<file path="src/rtl/instr_fetch_unit_pkg.sv">
// Shared definitions for the instruction fetch unit.
// Holds the instruction word width, the default PC/reset/halt constants
// shared with the decoder and memory, and the instruction word type.
package instr_fetch_unit_pkg;

   localparam int          INSTR_W       = 32;
   localparam int          PC_W_DEF      = 32;
   localparam int          RESET_PC_DEF  = 0;
   localparam logic [31:0] HALT_WORD_DEF = 32'hFFFF_FFFF;

   typedef logic [INSTR_W-1:0] instr_t;

endpackage

</file>
<file path="src/rtl/instr_fetch_unit_if.sv">
// Instruction memory bus between the fetch unit and a word-addressed,
// combinational-read instruction memory.
//   imem_addr  : word address presented by the fetch unit
//   imem_instr : instruction word returned combinationally for imem_addr
// Modports: master = fetch unit, slave = memory.
interface instr_fetch_unit_if
   import instr_fetch_unit_pkg::*;
#(
   parameter int PC_W = PC_W_DEF
);
   logic [PC_W-1:0] imem_addr;
   instr_t          imem_instr;

   modport master (output imem_addr, input imem_instr);
   modport slave  (input imem_addr, output imem_instr);
endinterface

</file>
<file path="src/rtl/instr_fetch_unit_sat_counter.sv">
// Saturating up-counter used for the fetch and stall performance counters.
//   clk   : rising-edge clock
//   rst_n : synchronous active-low reset, clears q
//   inc   : count one event this cycle
//   q     : current count, sticks at all-ones instead of wrapping
module sat_counter #(
   parameter int W = 16
) (
   input  logic         clk,
   input  logic         rst_n,
   input  logic         inc,
   output logic [W-1:0] q
);

   always_ff @(posedge clk) begin
      if (!rst_n) begin
         q <= '0;
      end else if (inc && (q != {W{1'b1}})) begin
         q <= q + W'(1);
      end
   end

endmodule

</file>
<file path="src/rtl/instr_fetch_unit.sv">
// IF stage of the pipeline: owns the PC, drives the instruction memory
// address, and captures the returned word into the IF/ID register.
// Ports:
//   clk, rst_n       : clock and synchronous active-low reset
//   imem             : instruction memory bus (master side)
//   stall_i          : hold PC and IF/ID this cycle
//   redirect_i       : load redirect_pc_i into the PC and squash IF/ID
//   redirect_pc_i    : redirect target (word address)
//   if_id_valid      : IF/ID holds a real instruction
//   if_id_instr      : captured instruction, 0 for a bubble
//   if_id_pc         : PC of if_id_instr
//   halted           : fetch stopped on the halt word or an address error
//   addr_err         : sticky, fetch attempted beyond the memory
//   fetch_cnt        : saturating count of captured instructions
//   stall_cnt        : saturating count of honoured stall cycles
module instr_fetch_unit
   import instr_fetch_unit_pkg::*;
#(
   parameter int          PC_W      = PC_W_DEF,
   parameter int          MEM_DEPTH = 256,
   parameter int          RESET_PC  = RESET_PC_DEF,
   parameter logic [31:0] HALT_WORD = HALT_WORD_DEF,
   parameter int          CNT_W     = 16
) (
   input  logic                clk,
   input  logic                rst_n,
   instr_fetch_unit_if.master  imem,
   input  logic                stall_i,
   input  logic                redirect_i,
   input  logic [PC_W-1:0]     redirect_pc_i,
   output logic                if_id_valid,
   output instr_t              if_id_instr,
   output logic [PC_W-1:0]     if_id_pc,
   output logic                halted,
   output logic                addr_err,
   output logic [CNT_W-1:0]    fetch_cnt,
   output logic [CNT_W-1:0]    stall_cnt
);

   // Compare at PC_W+1 bits so a MEM_DEPTH of 2^PC_W cannot alias to 0.
   localparam logic [PC_W:0]   DEPTH_X  = (PC_W+1)'(MEM_DEPTH);
   localparam logic [PC_W-1:0] RESET_PC_L = PC_W'(RESET_PC);

   logic [PC_W-1:0] pc_q;
   logic            out_of_range;
   logic            is_halt;
   logic            fetch_inc;
   logic            stall_inc;

   assign imem.imem_addr = pc_q;

   assign out_of_range = ({1'b0, pc_q} >= DEPTH_X);
   assign is_halt      = (imem.imem_instr == HALT_WORD);

   // Counter enables follow the same priority order as the PC update below.
   assign stall_inc = !redirect_i && !halted && stall_i;
   assign fetch_inc = !redirect_i && !halted && !stall_i && !out_of_range && !is_halt;

   always_ff @(posedge clk) begin
      if (!rst_n) begin
         pc_q        <= RESET_PC_L;
         if_id_valid <= 1'b0;
         if_id_instr <= '0;
         if_id_pc    <= '0;
         halted      <= 1'b0;
         addr_err    <= 1'b0;
      end else if (redirect_i) begin
         // Squash IF/ID; the target word is captured on the following edge.
         pc_q        <= redirect_pc_i;
         if_id_valid <= 1'b0;
         if_id_instr <= '0;
         halted      <= 1'b0;
      end else if (halted || stall_i) begin
         // Hold everything.
      end else if (out_of_range) begin
         // imem_instr is meaningless here and must not be captured.
         addr_err    <= 1'b1;
         halted      <= 1'b1;
         if_id_valid <= 1'b0;
         if_id_instr <= '0;
      end else if (is_halt) begin
         // PC keeps pointing at the sentinel.
         halted      <= 1'b1;
         if_id_valid <= 1'b0;
         if_id_instr <= '0;
      end else begin
         if_id_valid <= 1'b1;
         if_id_instr <= imem.imem_instr;
         if_id_pc    <= pc_q;
         pc_q        <= pc_q + PC_W'(1);
      end
   end

   sat_counter #(.W(CNT_W)) u_fetch_cnt (
      .clk   (clk),
      .rst_n (rst_n),
      .inc   (fetch_inc),
      .q     (fetch_cnt)
   );

   sat_counter #(.W(CNT_W)) u_stall_cnt (
      .clk   (clk),
      .rst_n (rst_n),
      .inc   (stall_inc),
      .q     (stall_cnt)
   );

endmodule

</file>
<file path="src/flat_wrapper.sv">
// flat-port wrapper written by rule: the top's interface ports become plain ports
module instr_fetch_unit_flat import instr_fetch_unit_pkg::*;
#(
   parameter int          PC_W      = PC_W_DEF,
   parameter int          MEM_DEPTH = 256,
   parameter int          RESET_PC  = RESET_PC_DEF,
   parameter logic [31:0] HALT_WORD = HALT_WORD_DEF,
   parameter int          CNT_W     = 16
)
  (clk, rst_n, stall_i, redirect_i, redirect_pc_i, if_id_valid, if_id_instr, if_id_pc, halted, addr_err, fetch_cnt, stall_cnt, imem_imem_addr, imem_imem_instr);
  instr_fetch_unit_if #(.PC_W(PC_W)) imem_i ();
  input  logic clk;
  input  logic rst_n;
  input  logic stall_i;
  input  logic redirect_i;
  input  logic [PC_W-1:0] redirect_pc_i;
  output logic if_id_valid;
  output instr_t if_id_instr;
  output logic [PC_W-1:0] if_id_pc;
  output logic halted;
  output logic addr_err;
  output logic [CNT_W-1:0] fetch_cnt;
  output logic [CNT_W-1:0] stall_cnt;
  output wire logic [$bits(imem_i.imem_addr)-1:0] imem_imem_addr;
  input wire logic [$bits(imem_i.imem_instr)-1:0] imem_imem_instr;
  assign imem_imem_addr = imem_i.imem_addr;
  assign imem_i.imem_instr = imem_imem_instr;
  instr_fetch_unit #(.PC_W(PC_W), .MEM_DEPTH(MEM_DEPTH), .RESET_PC(RESET_PC), .HALT_WORD(HALT_WORD), .CNT_W(CNT_W)) u_core (.clk(clk), .rst_n(rst_n), .imem(imem_i), .stall_i(stall_i), .redirect_i(redirect_i), .redirect_pc_i(redirect_pc_i), .if_id_valid(if_id_valid), .if_id_instr(if_id_instr), .if_id_pc(if_id_pc), .halted(halted), .addr_err(addr_err), .fetch_cnt(fetch_cnt), .stall_cnt(stall_cnt));
endmodule
</file>
<file path="config.mk">
export PLATFORM = sky130hd
export DESIGN_NAME = instr_fetch_unit_flat
export DESIGN_NICKNAME = d
export VERILOG_FILES = /design/src/rtl/instr_fetch_unit_pkg.sv /design/src/rtl/instr_fetch_unit_if.sv /design/src/rtl/instr_fetch_unit_sat_counter.sv /design/src/rtl/instr_fetch_unit.sv /design/src/flat_wrapper.sv
export SDC_FILE = /design/constraint.sdc
export NUM_CORES = 1
export LEC_CHECK = 0
export ABC_AREA = 1
export CAP_MARGIN = 30
export CORE_MARGIN = 2
export CORE_UTILIZATION = 40
export DETAILED_ROUTE_END_ITERATION = 10
export PLACE_DENSITY = 0.76
export SKIP_LAST_GASP = 1
export SLEW_MARGIN = 20
export SYNTH_ARGS = -nofsm -noshare
export SYNTH_HDL_FRONTEND = slang
export SYNTH_SLANG_ARGS = --single-unit
</file>
<file path="constraint.sdc">
create_clock -name clk -period 2.3 [get_ports clk]
set_clock_uncertainty 0.1 [all_clocks]
set_input_delay 0.46 -clock clk [delete_from_list [all_inputs] [get_ports clk]]
set_output_delay 0.46 -clock clk [all_outputs]
set_load 0.005 [all_outputs]
</file>
==> run metrics, run 1 <==
status finished clean; Worst path slowest cell clkdlybuf4s50_1; pin count of the biggest net entering global routing 58; WHS Endpoint u_core.if_id_pc[23]; Post CTS Setup Buffer Count 0; WP data required 1.74 ns; worst slew pin tran 0.3973 ns; fmax 492.1 MHz; Synth Area in Compound Gates 0.08747; FF-to-FF Start u_core.u_fetch_cnt.q[0]; crit path kind flip-flop to output pin; commonest cells after routing, fill and taps aside nand2_1 (277), clkdlybuf4s50_1 (198), nor2_1 (149), dfxtp_1 (131), a21oi_1 (70); critical path peak fanout 7; CP arrival 1.47 ns; initial antenna violation count 0; worst setup path startpoint u_core.imem.imem_addr[7]; Placeable Area 0.01464 sq mm; first-pass GRT wire length 29620 microns; Die ar. 0.01613 sq mm; Tmin final 2.032 ns; antenna-violating nets left 0; Tcrit/Tclk final 0.8835; Setup Viol. Count Final 0; Async SR Flop Fraction 0; main combinational cell family by area after synthesis simple AND/OR/NAND/NOR gates; Adder-Cell Fraction of Synth Area 0.008271; Placement Setup Slack -0.2681 ns; post-synthesis xor/xnor area fraction 0.02750; Avg WL per Cell 14.23 microns; Global Route Usage Sum 0.2285; Vias/cell 4.993; starting density of the core 0.4132; EDFF count, synth 0; crit-path cells clkdlybuf4s50_1; DR pass1 iterations 6; RSZ-0062 raised after global routing false; routability cong. 0.8680; Gates resized, CTS repair 0; CP Capture Type output pin; total power 5.836 mW; die width 127.0 microns; global route overflow 0; clock slew at reported path FFs 0.06 ns; number of synthesis warnings 0; Leakage 3.408 nW; flop2flop setup slack 0.37 ns; Vert. Die Dim 127.0 microns; worst hold-check path type flip-flop to flip-flop; Post-CTS Hold Buffers 0; post-synth net total 956; fin nets 1165; worst setup margin 0.2681 ns; crit path launch type flip-flop; Critical path buffers and inverters 1; P_sw 1.382 mW; Clock Latency Late Sink 0.42 ns; Rows 44; cts bufs inserted 17; maximum vdd drop 0.0004893 V; setup tns final 0 ns; # Max-Cap Violations 0; syn avg cell area 6.845 sq um; port buffer count 198; Max-slew headroom 0.7337; main flop type after synthesis dfxtp_1; non-filler cells, final 1290; # fillers 1325; PD cells 645.8 mW/mm^2; Final HPWL DP 12850 microns; Root Driver clkbuf_16; layout cell share with drive strength beyond 1 0.07685; Reg2Reg Depth 8; CTS tree built; min-delay src u_core.if_id_pc[23]; DP Cell Count 1257; drt drc 0; final hold vios 0; fin. max-slew vios 0; n_diodes 0; Vias 6441; I/O pin total 199; Syn Inst Count 884; clock network power share 0.503; htree depth 4; worst stage delay on the critical path 0.56 ns; Seq/Total Area, Yosys 0.4334; sequential share of power 0.406; Synth Area in Simple Gates 0.3778; WL final 18360 microns; leading cell type in the layout, fill and taps excluded nand2_1; Net Sw Frac 0.2368; R2R Path End u_core.u_fetch_cnt.q[15]; Sink Count 131; clk buf depth 2; post-synthesis instance area 0.006051 sq mm; number of global-route vias before repair 6016; Logic pwr share 0.092; mux share of post-synthesis cell area 0; Area Overhead vs Synth 49.34%; CP top delay family buffers and inverters; Internal Dissipation 4.454 mW; hold depth 2; number of synthesized register bits 131; Yosys cell types 31; Initial DRC Count 460
## layer usage
metal	share of wire	track usage	wire length, microns	vias to the layer above
met3	0.056	0.05151	1035	30
met2	0.48	0.3871	8839	217
li1	-	-	-	3246
met1	0.44	0.2846	8012	2948
met5	0	0	0	-
met4	0.026	0.08727	469	0
## cell usage after synthesis (all sizes together), types with 15 or more instances
cell	n	area, sq um
o21ai	31	155.2
nand2	280	1059
clkbuf	23	86.33
nand3	45	265.3
inv	50	187.7
nand4	22	137.6
buf	18	117.6
nor2	155	606.8
a21oi	70	350.3
nand3b	16	120.1
dfxtp	131	2623
nor3	15	91.34
## flip-flops by register name, indices dropped and copies added, names as in the netlist
register               cells
u_core.if_id_valid         1
u_core.if_id_instr        32
u_core.addr_err            1
u_core.halted              1
u_core.u_fetch_cnt.q      16
u_core.u_stall_cnt.q      16
u_core.imem.imem_addr     32
u_core.if_id_pc           32
## worst max path at each step
stage                                to  depth (start not counted)
2_1_floorplan   u_core.u_fetch_cnt.q[5]                          8
6_report              imem_imem_addr[7]                          1
3_3_place_gp   u_core.imem.imem_addr[0]                         11
4_1_cts        u_core.u_fetch_cnt.q[15]                          7
3_5_place_dp   u_core.imem.imem_addr[0]                         11
5_1_grt         u_core.u_fetch_cnt.q[7]                          8
## worst reg2reg max path: cells and delay by family, from the launching register on
family          cells  cell delay (ns)
flops               1             0.40
fa+ha+maj           1             0.27
compound gates      1             0.17
simple gates        5             0.76
buf+inv             1             0.15
## kinds of logic (layout without fill, tap and decap cells)
family / after synthesis / after routing
AO/OA/AOI/OAI: 104 / 104
XOR/XNOR: 19 / 19
adder cells (fa/ha/maj): 4 / 4
buffers and inverters: 92 / 314
flip-flops: 131 / 131
AND/OR/NAND/NOR: 534 / 534
## area by class of cell
| class | instances | area (sq um) | share of cell area |
|---|---|---|---|
| clock buffers | 18 | 439.2 | 0.04860 |
| well taps | 184 | 230.2 | 0.02548 |
| flip-flops and latches | 131 | 2623 | 0.2902 |
| repair buffers | 231 | 2317 | 0.2564 |
| multi-input cells | 661 | 3032 | 0.3355 |
| inverters | 51 | 192.7 | 0.02132 |
| clock inverters | 14 | 202.7 | 0.02243 |
## power groups by stage
stage                     Sequential, mW  Clock, mW  Combinational [mW]
after detailed placement            2.41          0               0.531
after global routing                2.37       3.08               0.585
after floorplan                     2.41          0               0.222
after global placement              2.41          0               0.526
after CTS                           2.37       2.97               0.535
final                               2.37       2.93               0.535
## per-stage QoR
stage | cell area, sq um | hold slack (ns) | util
2_1_floorplan | 6051 | 0.3338 | -
3_3_place_gp | 8387 | 0.3251 | 0.5727
3_5_place_dp | 8387 | 0.3278 | 0.5727
4_1_cts | 9029 | 0.3368 | 0.6165
5_1_grt | 9036 | 0.3455 | 0.6171
6_report | 9036 | 0.3367 | 0.6171
Note: power is estimated with default switching activity, not from simulation.
==> inputs of run 2 (changes only) <==
- SETUP_SLACK_MARGIN: not set -> 0.1
==> run metrics, run 2 (same netlist as run 1, synthesis figures left out) <==
die width 127.0 microns (unchanged); Tmin final 2.032 ns (about the same); I/O pin total 199 (unchanged); worst setup path startpoint u_core.u_fetch_cnt.q[2] (was u_core.imem.imem_addr[7]); RSZ-0062 raised after global routing false (unchanged); Placement Setup Slack -0.2681 ns (unchanged); crit-path cells clkdlybuf4s50_1 (unchanged); non-filler cells, final 1289 (was 1290); Critical path buffers and inverters 1 (unchanged); final hold vios 0 (unchanged); fin. max-slew vios 0 (unchanged); Sink Count 131 (unchanged); clock slew at reported path FFs 0.06 ns (about the same); htree depth 4 (unchanged); CTS tree built (unchanged); Rows 44 (unchanged); worst stage delay on the critical path 0.58 ns (was 0.56 ns); CP Capture Type output pin (unchanged); starting density of the core 0.4132 (unchanged); fin nets 1164 (was 1165); leading cell type in the layout, fill and taps excluded nand2_1 (unchanged); Die ar. 0.01613 sq mm (unchanged); DR pass1 iterations 5 (was 6); maximum vdd drop 0.0004881 V (was 0.0004893 V); drt drc 0 (unchanged); n_diodes 0 (unchanged); # fillers 1327 (was 1325); total power 5.833 mW (was 5.836 mW); Reg2Reg Depth 7 (was 8); fin util 0.6167 (was 0.6171); Initial DRC Count 488 (was 460); clk buf depth 2 (unchanged); Post-CTS Hold Buffers 0 (unchanged); crit path kind flip-flop to output pin (unchanged); WL met3 969 microns (was 1035 microns); CP top delay family buffers and inverters (unchanged); antenna-violating nets left 0 (unchanged); flop2flop setup slack 0.36 ns (was 0.37 ns); Setup Viol. Count Final 0 (unchanged); Vert. Die Dim 127.0 microns (unchanged); WP data required 1.74 ns (about the same); Area Overhead vs Synth 49.26% (was 49.34%); worst hold-check path type flip-flop to flip-flop (unchanged); Root Driver clkbuf_16 (unchanged); Post-Route M1 WL 8045 microns (was 8012 microns); cts bufs inserted 17 (unchanged); met2 WL 8802 microns (was 8839 microns); first-pass GRT wire length 29620 microns (unchanged); global route overflow 0 (unchanged); Tcrit/Tclk final 0.8833 (was 0.8835); pin count of the biggest net entering global routing 58 (unchanged); port buffer count 198 (unchanged); FF-to-FF Start u_core.imem.imem_addr[20] (was u_core.u_fetch_cnt.q[0]); R2R Path End u_core.u_fetch_cnt.q[15] (unchanged); initial antenna violation count 0 (unchanged); crit path launch type flip-flop (unchanged); Clock Latency Late Sink 0.42 ns (about the same); CP Capture Point fetch_cnt[2] (was imem_imem_addr[7]); Levels on crit path 1 (unchanged); Vias/cell 4.995 (was 4.993); # Max-Cap Violations 0 (unchanged); routability cong. 0.8680 (unchanged); Placeable Area 0.01464 sq mm (unchanged); Global Route Usage Sum 0.2285 (unchanged); number of global-route vias before repair 6016 (unchanged); worst setup margin 0.2683 ns (was 0.2681 ns); Leakage 3.402 nW (was 3.408 nW); fmax 492.2 MHz (was 492.1 MHz); WL final 18300 microns (was 18360 microns); DP Cell Count 1257 (unchanged); status finished clean (unchanged); Max-slew headroom 0.5902 (was 0.7337); max layer used met4 (unchanged); commonest cells after routing, fill and taps aside nand2_1 (277), clkdlybuf4s50_1 (198), nor2_1 (148), dfxtp_1 (131), a21oi_1 (70) (was nand2_1 (277), clkdlybuf4s50_1 (198), nor2_1 (149), dfxtp_1 (131), a21oi_1 (70)); critical path peak fanout 6 (was 7); Final HPWL DP 12850 microns (unchanged); Vias 6439 (was 6441); CP arrival 1.47 ns (about the same); worst slew pin tran 0.6141 ns (was 0.3973 ns); Avg WL per Cell 14.20 microns (was 14.23 microns); PD cells 645.8 mW/mm^2 (about the same); Worst path slowest cell clkdlybuf4s50_1 (unchanged); layout cell share with drive strength beyond 1 0.07692 (was 0.07685)
[run 2: cell types whose count changed in the layout (fill, tap and decap cells not counted)]
cell,change
buf_4,-1
nor2_1,-1
nor2_2,+1
[run 2: per-layer routing]
layer  GRT usage  up-vias
met5           0        -
met4     0.08727        0
met3     0.05151       31
met2      0.3871      207
met1      0.2846     2962
li1            -     3239
[run 2: worst min path at each step]
stage / start / endpoint / cells past startpoint
floorplan: u_core.if_id_pc[10] / u_core.if_id_pc[10] / 2
global placement: u_core.if_id_pc[21] / u_core.if_id_pc[21] / 2
detailed placement: u_core.if_id_pc[17] / u_core.if_id_pc[17] / 2
CTS: u_core.if_id_pc[17] / u_core.if_id_pc[17] / 2
global route: u_core.if_id_pc[25] / u_core.if_id_pc[25] / 2
finish: u_core.if_id_pc[23] / u_core.if_id_pc[23] / 2
[run 2: power breakdown]
part	total (mW)	switching [mW]	internal, mW	leakage (nW)
Sequential	2.37	0.0526	2.31	1.06
Clock	2.93	1.07	1.86	0.300
Combinational	0.534	0.251	0.283	2.04
[run 2: worst min-delay path, stage by stage (launching register included)]
cell and delay, ns:
dfxtp_1 0.31, nand2_1 0.06, nor2_1 0.03
[run 2: area by class of cell]
| cell class | instances | area, sq um | share of cell area |
|---|---|---|---|
| Inverter | 51 | 192.7 | 0.02134 |
| Sequential cell | 131 | 2623 | 0.2904 |
| Clock inverter | 14 | 202.7 | 0.02244 |
| Multi-Input combinational cell | 661 | 3034 | 0.3360 |
| Tap cell | 184 | 230.2 | 0.02549 |
| Timing Repair Buffer | 230 | 2310 | 0.2558 |
| Clock buffer | 18 | 439.2 | 0.04863 |
[run 2: stage by stage]
step                TNS (ns)  area, sq um  hold slack (ns)
global route               0         9031           0.3455
floorplan                  0         6051           0.3338
CTS                        0         9031           0.3368
detailed placement    -2.311         8387           0.3278
global placement      -1.746         8387           0.3251
finish                     0         9031           0.3367
[run 2: repair_timing]
action / CTS / global route
endpoints found under the setup margin: 1 / 0
buffers inserted: 0 / 0
gates resized for setup: 1 / 0
